`config.mk`:
```
export PLATFORM = sky130hd
export DESIGN_NAME = dds_demod
export DESIGN_NICKNAME = d
export VERILOG_FILES = /design/src/rtl/dds_demod_pkg.sv /design/src/rtl/demod_accumulator.sv /design/src/rtl/dds_demod.sv
export SDC_FILE = /design/constraint.sdc
export NUM_CORES = 1
export LEC_CHECK = 0
export ABC_AREA = 1
export BUFFER_PORTS_ARGS = -buffer_cell sky130_fd_sc_hd__buf_2
export CAP_MARGIN = 20
export CELL_PAD_IN_SITES_DETAIL_PLACEMENT = 0
export CELL_PAD_IN_SITES_GLOBAL_PLACEMENT = 2
export CORE_MARGIN = 5
export CORE_UTILIZATION = 40
export CTS_CLUSTER_SIZE = 40
export DETAILED_ROUTE_END_ITERATION = 8
export PLACE_DENSITY_LB_ADDON = 0.1
export SLEW_MARGIN = 20
export SYNTH_ARGS = -nofsm -noshare
export SYNTH_HDL_FRONTEND = slang
export SYNTH_SLANG_ARGS = --single-unit
```
`constraint.sdc`:
```
create_clock -name clk -period 18.7 [get_ports clk]
set_clock_uncertainty 0.15 [all_clocks]
set_input_delay 3.74 -clock clk [delete_from_list [all_inputs] [get_ports clk]]
set_output_delay 3.74 -clock clk [all_outputs]
set_load 0.01 [all_outputs]
```
`src/rtl/dds_demod_pkg.sv`:
```
// Shared widths, modulation codes and FSM state encoding for the DDS demodulator.
package dds_demod_pkg;

    localparam int ACC_W    = 28;
    localparam int SAMPLE_W = 12;

    localparam logic [1:0] MOD_ASK  = 2'b00;
    localparam logic [1:0] MOD_FSK  = 2'b01;
    localparam logic [1:0] MOD_BPSK = 2'b10;
    localparam logic [1:0] MOD_LFSR = 2'b11;

    typedef enum logic [1:0] {
        ST_IDLE   = 2'b00,
        ST_ACCUM  = 2'b01,
        ST_DECIDE = 2'b10
    } state_t;

endpackage

```
`src/rtl/demod_accumulator.sv`:
```
// Per-sample ASK magnitude / BPSK correlation term feeding a saturating signed accumulator.
module demod_accumulator
    import dds_demod_pkg::*;
(
    input  logic                       clk,
    input  logic                       reset,
    input  logic                       clear,
    input  logic                       enable,
    input  logic                       mode_bpsk,
    input  logic signed [SAMPLE_W-1:0] mod_signal,
    input  logic signed [SAMPLE_W-1:0] ref_sin,
    output logic signed [ACC_W-1:0]    sum
);

    localparam logic signed [SAMPLE_W-1:0] SAMPLE_MIN = {1'b1, {(SAMPLE_W-1){1'b0}}};
    localparam logic signed [ACC_W-1:0]    ACC_MAX    = {1'b0, {(ACC_W-1){1'b1}}};
    localparam logic signed [ACC_W-1:0]    ACC_MIN    = {1'b1, {(ACC_W-1){1'b0}}};

    logic signed [2*SAMPLE_W-1:0] product;
    logic        [SAMPLE_W-2:0]   magnitude;
    logic signed [ACC_W-1:0]      term;
    logic signed [ACC_W-1:0]      base;
    logic signed [ACC_W:0]        wide;
    logic signed [ACC_W-1:0]      next_sum;

    always_comb begin
        product = (2*SAMPLE_W)'(mod_signal) * (2*SAMPLE_W)'(ref_sin);

        // The most negative sample has no positive twin, so its magnitude clips to full scale.
        if (mod_signal == SAMPLE_MIN) begin
            magnitude = '1;
        end else if (mod_signal[SAMPLE_W-1]) begin
            magnitude = ~mod_signal[SAMPLE_W-2:0] + 1'b1;
        end else begin
            magnitude = mod_signal[SAMPLE_W-2:0];
        end

        if (mode_bpsk) begin
            term = {{(ACC_W-2*SAMPLE_W){product[2*SAMPLE_W-1]}}, product};
        end else begin
            term = {{(ACC_W-SAMPLE_W+1){1'b0}}, magnitude};
        end

        base = clear ? '0 : sum;
        wide = {base[ACC_W-1], base} + {term[ACC_W-1], term};

        // Clip rather than wrap so a long symbol can never flip the sign of the result.
        if (wide[ACC_W] != wide[ACC_W-1]) begin
            next_sum = wide[ACC_W] ? ACC_MIN : ACC_MAX;
        end else begin
            next_sum = wide[ACC_W-1:0];
        end
    end

    always_ff @(posedge clk) begin
        if (reset) begin
            sum <= '0;
        end else if (enable) begin
            sum <= next_sum;
        end else if (clear) begin
            sum <= '0;
        end
    end

endmodule

```
`src/rtl/dds_demod.sv`:
```
// Symbol-integrating ASK/BPSK demodulator recovering one LFSR bit per symbol.
// Defining DDS_DEMOD_STATS_EN adds the sym_count / abort_count statistics outputs.
module dds_demod
    import dds_demod_pkg::*;
#(
    parameter int               SAMPLES_PER_SYMBOL = 16,
    parameter logic [ACC_W-1:0] ASK_THRESHOLD      = 28'd4096
) (
    input  logic                clk,
    input  logic                reset,
    input  logic                sample_en,
    input  logic [SAMPLE_W-1:0] mod_signal,
    input  logic [SAMPLE_W-1:0] ref_sin,
    input  logic                symbol_start,
    input  logic [1:0]          modulation_sel,
    output logic                bit_out,
    output logic                bit_valid,
    output logic                busy
`ifdef DDS_DEMOD_STATS_EN
    ,
    output logic [15:0]         sym_count,
    output logic [7:0]          abort_count
`endif
);

    localparam logic [8:0] SPS = 9'(SAMPLES_PER_SYMBOL);

    state_t           state;
    logic [1:0]       sel_q;
    logic [8:0]       count;
    logic [ACC_W-1:0] sum;
    logic             accept;
    logic             counting;
    logic             acc_en;
    logic             acc_bpsk;
    logic             decision;

    // Only ASK and BPSK symbols are demodulated; other selects never start a symbol.
    assign accept   = symbol_start && (modulation_sel == MOD_ASK || modulation_sel == MOD_BPSK);
    assign counting = (state == ST_ACCUM) && !symbol_start && (count != SPS);
    assign acc_en   = sample_en && (accept || counting);
    assign acc_bpsk = accept ? (modulation_sel == MOD_BPSK) : (sel_q == MOD_BPSK);
    assign decision = (sel_q == MOD_BPSK) ? sum[ACC_W-1] : (sum <= ASK_THRESHOLD);

    demod_accumulator u_acc (
        .clk        (clk),
        .reset      (reset),
        .clear      (accept),
        .enable     (acc_en),
        .mode_bpsk  (acc_bpsk),
        .mod_signal (mod_signal),
        .ref_sin    (ref_sin),
        .sum        (sum)
    );

    always_ff @(posedge clk) begin
        if (reset) begin
            state     <= ST_IDLE;
            sel_q     <= MOD_ASK;
            count     <= '0;
            bit_out   <= 1'b0;
            bit_valid <= 1'b0;
            busy      <= 1'b0;
        end else begin
            bit_valid <= 1'b0;
            case (state)
                ST_IDLE: begin
                    if (accept) begin
                        sel_q <= modulation_sel;
                        count <= sample_en ? 9'd1 : 9'd0;
                        state <= ST_ACCUM;
                        busy  <= 1'b1;
                    end
                end
                ST_ACCUM: begin
                    if (symbol_start) begin
                        if (accept) begin
                            sel_q <= modulation_sel;
                            count <= sample_en ? 9'd1 : 9'd0;
                        end else begin
                            state <= ST_IDLE;
                            busy  <= 1'b0;
                        end
                    end else if (count == SPS) begin
                        state <= ST_DECIDE;
                    end else if (sample_en) begin
                        count <= count + 9'd1;
                    end
                end
                ST_DECIDE: begin
                    bit_out   <= decision;
                    bit_valid <= 1'b1;
                    // A boundary landing on the decide cycle starts the next symbol immediately.
                    if (accept) begin
                        sel_q <= modulation_sel;
                        count <= sample_en ? 9'd1 : 9'd0;
                        state <= ST_ACCUM;
                        busy  <= 1'b1;
                    end else begin
                        state <= ST_IDLE;
                        busy  <= 1'b0;
                    end
                end
                default: begin
                    state <= ST_IDLE;
                    busy  <= 1'b0;
                end
            endcase
        end
    end

`ifdef DDS_DEMOD_STATS_EN
    always_ff @(posedge clk) begin
        if (reset) begin
            sym_count   <= '0;
            abort_count <= '0;
        end else begin
            if (state == ST_DECIDE) begin
                sym_count <= sym_count + 16'd1;
            end
            if (state == ST_ACCUM && symbol_start) begin
                abort_count <= abort_count + 8'd1;
            end
        end
    end
`endif

endmodule

```
# Yosys cells after proc, flatten, opt, wreduce, memory -nomap -nowiden
# Index checks and enable logic that the tools add are counted.
# word_totals
register_bits,44
latchBits,0
ramBits,0
romBits,0
input_bits,30
out_inout_bits,3
elab_cells,73
mem_count,0
# classes
addsub,3
mul,1
n_div,0
order_cmp,1
n_eq_ne,15
shift,0
n_mux,30
n_bitwise,1
n_reduce_logical,15
# op_table
operator,n
28-bit 2-to-1 mux,5
9-bit 2-to-1 mux,4
28-bit by 28-bit adder with 29-bit output,1
"28-bit by 13-bit <= comparator with 1-bit output, second input constant",1
12-bit by 12-bit multiplier with 24-bit output,1
11-bit 2-to-1 mux,2
9-bit case mux with 2 select lines,1
"12-bit == test, second input constant",1
2-bit 2-to-1 mux,6
"11-bit by 1-bit adder with 11-bit output, second input constant",1
11-bit inverter,1
"9-bit by 1-bit adder with 9-bit output, second input constant",1
"9-bit by 5-bit == test with 1-bit output, second input constant",1
1-bit 2-to-1 mux,9
"3-bit != test, second input constant",3
"9-bit by 5-bit != test with 1-bit output, second input constant",1
3-bit AND reduction,3
"2-bit == test, second input constant",3
"2-bit != test, second input constant",3
2-bit case mux with 3 select lines,1
1-bit logical AND,4
2-bit zero test,2
2-bit case mux with 2 select lines,1
"3-bit by 2-bit != test with 1-bit output, second input constant",1
8 further kinds,9

# Logic depth before layout (Yosys ltp)
# depth
word_depth,9
ltp_mapped,48
depth_no_buf,45

# By module
# From an unflattened synthesis, not the netlist that was laid out.
# unflattened
cells_unflattened,1563
area_unflattened_um2,10455.0
# by_module_without_submodules
module,n_inst,cells_each,area_each_um2,seq_area_each_um2
demod_accumulator,1,1381,9311.4,560.5
dds_demod,1,182,1143.6,320.3

# Least setup slack after synthesis
# Ideal clock, no wire load.
# synth_timing
kind,input -> register
start,in mod_signal[11]
end,reg u_acc.sum[4]
setup_time_ns,0.127
t_arrival_ns,10.494
required_time_ns,18.423
setup_slack_ns,7.929
stages,41
n_path_buf,3
cell_sequence,clkbuf_1 > clkbuf_1 > nand2_1 > inv_1 > fa_1 > ha_1 > inv_1 > fa_1 > inv_1 > fa_1 > inv_1 > fa_1 > inv_1 > ha_1 > nand2_2 > nor2_4 > nand2_1 > o211ai_1 > (+5 left out) > nand4_1 > nor2_1 > nand4_1 > nand3_1 > nand3_1 > nand2_1 > nand4_2 > nand2_2 > nand2_2 > nand2_2 > nand2_1 > nand2_2 > nand2_2 > nand2_4 > buf_8 > nor2_2 > nor2_2 > nor2_2
# synth_between
elab_chain_cells,7
word_cells_on_any_way,10
classes_between,add/sub: 1; mul: 1; eq/ne: 2; mux: 6
# synth_lines
element,line,source
start: declaration,dds_demod.sv:12,"input logic [SAMPLE_W-1:0] mod_signal,"
"parallel branches: the longest is 2 deep, another holds 12-bit by 12-bit multiplier with 24-bit output",--,
28-bit 2-to-1 mux (*),demod_accumulator.sv:38,if (mode_bpsk) begin
28-bit by 28-bit adder with 29-bit output (*),demod_accumulator.sv:45,"wide = {base[ACC_W-1], base} + {term[ACC_W-1], term};"
28-bit 2-to-1 mux or 1-bit != test (tied branches),"demod_accumulator.sv:49, demod_accumulator.sv:48",
28-bit 2-to-1 mux (*),demod_accumulator.sv:48,if (wide[ACC_W] != wide[ACC_W-1]) begin
28-bit 2-to-1 mux (*),demod_accumulator.sv:58,end else if (enable) begin
end signal: assignment,demod_accumulator.sv:59,sum <= next_sum;
end: declaration,demod_accumulator.sv:12,output logic signed [ACC_W-1:0] sum
# Every way passes the cells marked *.
# A chain may end at the register's enable or synchronous reset.

# Worst setup path in the final report
# layout_timing
start,in mod_signal[5]
end,reg u_acc.sum[12]
# layout_between
elab_chain_cells,9
word_cells_on_any_way,12
classes_between,add/sub: 2; mul: 1; eq/ne: 2; mux: 6; bitwise: 1
# layout_lines
element,line
"parallel branches: the longest is 4 deep, another holds 12-bit by 12-bit multiplier with 24-bit output",--
28-bit 2-to-1 mux (*),demod_accumulator.sv:38
28-bit by 28-bit adder with 29-bit output (*),demod_accumulator.sv:45
28-bit 2-to-1 mux or 1-bit != test (tied branches),"demod_accumulator.sv:49, demod_accumulator.sv:48"
28-bit 2-to-1 mux (*),demod_accumulator.sv:48
28-bit 2-to-1 mux (*),demod_accumulator.sv:58
# Marks and branches as above.

==> flow_metrics.env <==
export IMPL_first_pass_iters=5
export IMPL_dp_hpwl_mm=20.4
export IMPL_vias=8180
export IMPL_fp_dieW_um=166
export IMPL_cpPeakStageDelay_ps=560
export IMPL_rsz0062_at_grt="no"
export IMPL_path_common_cell="nand2_1"
export IMPL_grt_pass1_vias=8579
export IMPL_yosysSeqAreaShare_pct=9.00
export IMPL_fmax_mhz=87.3
export IMPL_die_h_um=166
export IMPL_rows=57
export IMPL_cts_sinks=44
export IMPL_finalMaxSlewViolations=0
export IMPL_min_period_ps=11450
export IMPL_pin_count=33
export IMPL_status="complete, no violations"
export IMPL_n_fill_cell=2617
export IMPL_vdd_drop_max_v=0.000124
export IMPL_clock_path_buffers=2
export IMPL_tns_ps=0
export IMPL_diodes=0
export IMPL_postCtsSetupBuffers=0
export IMPL_cts_clk_slew_worst_paths_ps=70
export IMPL_leakagePower_nw=5.69
export IMPL_area_delta_synth_final_pct=5.50
export IMPL_viasPerCell=4.73
export IMPL_power_density_nw_per_um2=176
export IMPL_finalInstanceArea_um2=10300
export IMPL_worstPathRequired_ps=18700
export IMPL_synthesis_area_um2=9780
export IMPL_timing_final_crit_share_pct=61.2
export IMPL_end_kind="register"
export IMPL_grt_pass1_wl_mm=42.7
export IMPL_htree_levels=2
export IMPL_relSlewSlack_pct=42.8
export IMPL_routedWlPerCell_um=14.3
export IMPL_synth_nets=1661
export IMPL_io_buffers=32
export IMPL_cp_slowest_cell="fa_1"
export IMPL_tightest_slew_ps=858
export IMPL_synth_edf_count=0
export IMPL_setup_violations=0
export IMPL_cts_tree="done"
export IMPL_start_kind="input pin"
export IMPL_die_area_um2=27700
export IMPL_crit_fanout=24
export IMPL_clk_latency_ps=290
export IMPL_hp_class="reg -> reg"
export IMPL_synth_avg_cell_area_um2=6.93
export IMPL_synthCells=1411
export IMPL_grt_usage_pct=18.5
export IMPL_final_layout_size_suffix_gt1_share_pct=8.04
export IMPL_routed_wl_mm=24.7
export IMPL_cts_buffers=5
export IMPL_finalHoldViolCount=0
export IMPL_path_class="in -> reg"
export IMPL_worstPathArrival_ps=11450
export IMPL_hold_buffers=0
export IMPL_core_area_um2=24200
export IMPL_place_area_um2=10200
export IMPL_antenna_found_initial=0
export IMPL_grt_max_degree=42
export IMPL_cts_resized_gates=0
export IMPL_route_detailed_drc=0
export IMPL_synth_ff_type="dfxtp_1"
export IMPL_async_flop_share_pct=0
export IMPL_drtAntennaViolNets=0
export IMPL_nNetsFinal=1655
export IMPL_cts_root_buf="clkbuf_16"
export IMPL_synth_cell_type_count=43
export IMPL_grt_overflow_total=0
export IMPL_ys_ff_latch=44
export IMPL_drt_iter0_markers=443
export IMPL_yosys_warnings=0
export IMPL_place_gp_congestion=0.825
export IMPL_start_util_pct=40.5
export IMPL_drv_cap=0
path summary, 6_finish.rpt:
kind,from,end,cells after the start,slack (ps)
max reg2reg,sel_q[0],u_acc.sum[12],26,13930
min,sel_q[0],sel_q[0],2,300
max,mod_signal[5],u_acc.sum[12],44,7250
min reg2reg,sel_q[0],sel_q[0],2,300
worst max-delay path: cells and delay by family:
kind | cells | cell delay, ps
simple gates | 25 | 2720
buf+inv | 5 | 520
compound gates | 6 | 1140
fa+ha+maj | 7 | 3140
xor+xnor | 1 | 160
placed cells by master, fill, tap and decap left out, types with 2 or more instances in the layout:
cell       instances
a211oi_1           3
a21o_1             4
a21oi_1           70
a221oi_1           4
a31oi_1            6
a32oi_1            2
buf_2             32
clkbuf_16          5
dfxtp_1           44
fa_1             139
ha_1              81
inv_1            341
inv_2             10
nand2_1          324
nand2_2           16
nand2_4            3
nand3_1           24
nand4_1           12
nand4_2            2
nor2_1           131
nor2_2            30
nor3_1            12
nor4_1             7
o211ai_1           2
o21ai_0           30
o21ai_1            3
o21ai_2            2
o22ai_1            3
o31ai_1            2
or2_2              4
xnor2_1           17
xor2_1            27
per-layer routing:
| metal | wire length (um) | up-vias | track usage, % |
|---|---|---|---|
| met5 | 0 | - | 0 |
| met4 | 29 | 0 | 0.783 |
| met3 | 594 | 4 | 1.50 |
| met2 | 11900 | 76 | 32.8 |
| met1 | 12200 | 3926 | 26.2 |
| li1 | - | 4174 | - |
layout make-up:
cell class	count	area [um2]	share of cell area, %
Inverter	352	1320	12.8
Sequential cell	44	881	8.53
Clock inverter	3	42.5	0.412
Clock buffer	5	125	1.21
Multi-Input combinational cell	969	7380	71.5
Timing Repair Buffer	33	168	1.62
Tap cell	324	405	3.93
Yosys cell counts, drive strengths merged, types with 2 or more instances:
cell type | instances | area (um2)
a211oi | 3 | 22.5
a21o | 4 | 30.0
a21oi | 71 | 359
a221oi | 4 | 35.0
a31oi | 6 | 37.5
a32oi | 2 | 17.5
buf | 4 | 45.0
clkbuf | 42 | 158
dfxtp | 44 | 881
fa | 139 | 2780
ha | 81 | 1010
inv | 351 | 1320
nand2 | 343 | 1350
nand3 | 25 | 138
nand4 | 14 | 100
nor2 | 162 | 691
nor3 | 13 | 70.1
nor4 | 7 | 43.8
o211ai | 2 | 15.0
o21ai | 35 | 183
o22ai | 3 | 18.8
o31ai | 2 | 15.0
or2 | 4 | 25.0
xnor2 | 17 | 149
xor2 | 28 | 253
through the flow:
| step | hold slack, ps | util, % | power (mW) | instances | worst slack [ps] |
|---|---|---|---|---|---|
| detailed placement | 297 | 42.0 | 1.74 | 1722 | 6950 |
| global route | 336 | 42.7 | 2.10 | 1730 | 6530 |
| floorplan | 271 | - | 1.42 | 1411 | 7930 |
| CTS | 306 | 42.7 | 1.86 | 1730 | 7210 |
| global placement | 294 | 42.0 | 1.74 | 1722 | 6950 |
| finish | 299 | 42.7 | 1.82 | 1730 | 7250 |
kinds of logic (layout without fill, tap and decap cells):
family	count (synthesis)	count (layout)	share of synthesized area [%]
xor+xnor	45	45	4.11
flops	44	44	9.00
compound gates	134	134	7.65
fa+ha+maj	220	220	38.8
simple gates	570	570	24.9
buf+inv	398	393	15.6
flip-flops by register name (all words and copies together) (netlist names):
name / count
bit_out: 1
bit_valid: 1
busy: 1
count: 9
sel_q: 2
state: 2
u_acc.sum: 28
power by group:
group / internal (mW) / switching, mW / total [mW]
registers: 0.115 / 0.00834 / 0.124
clock network: 0.0629 / 0.0403 / 0.103
logic: 0.599 / 0.990 / 1.59
No activity file was read; power rests on OpenSTA's default activity.
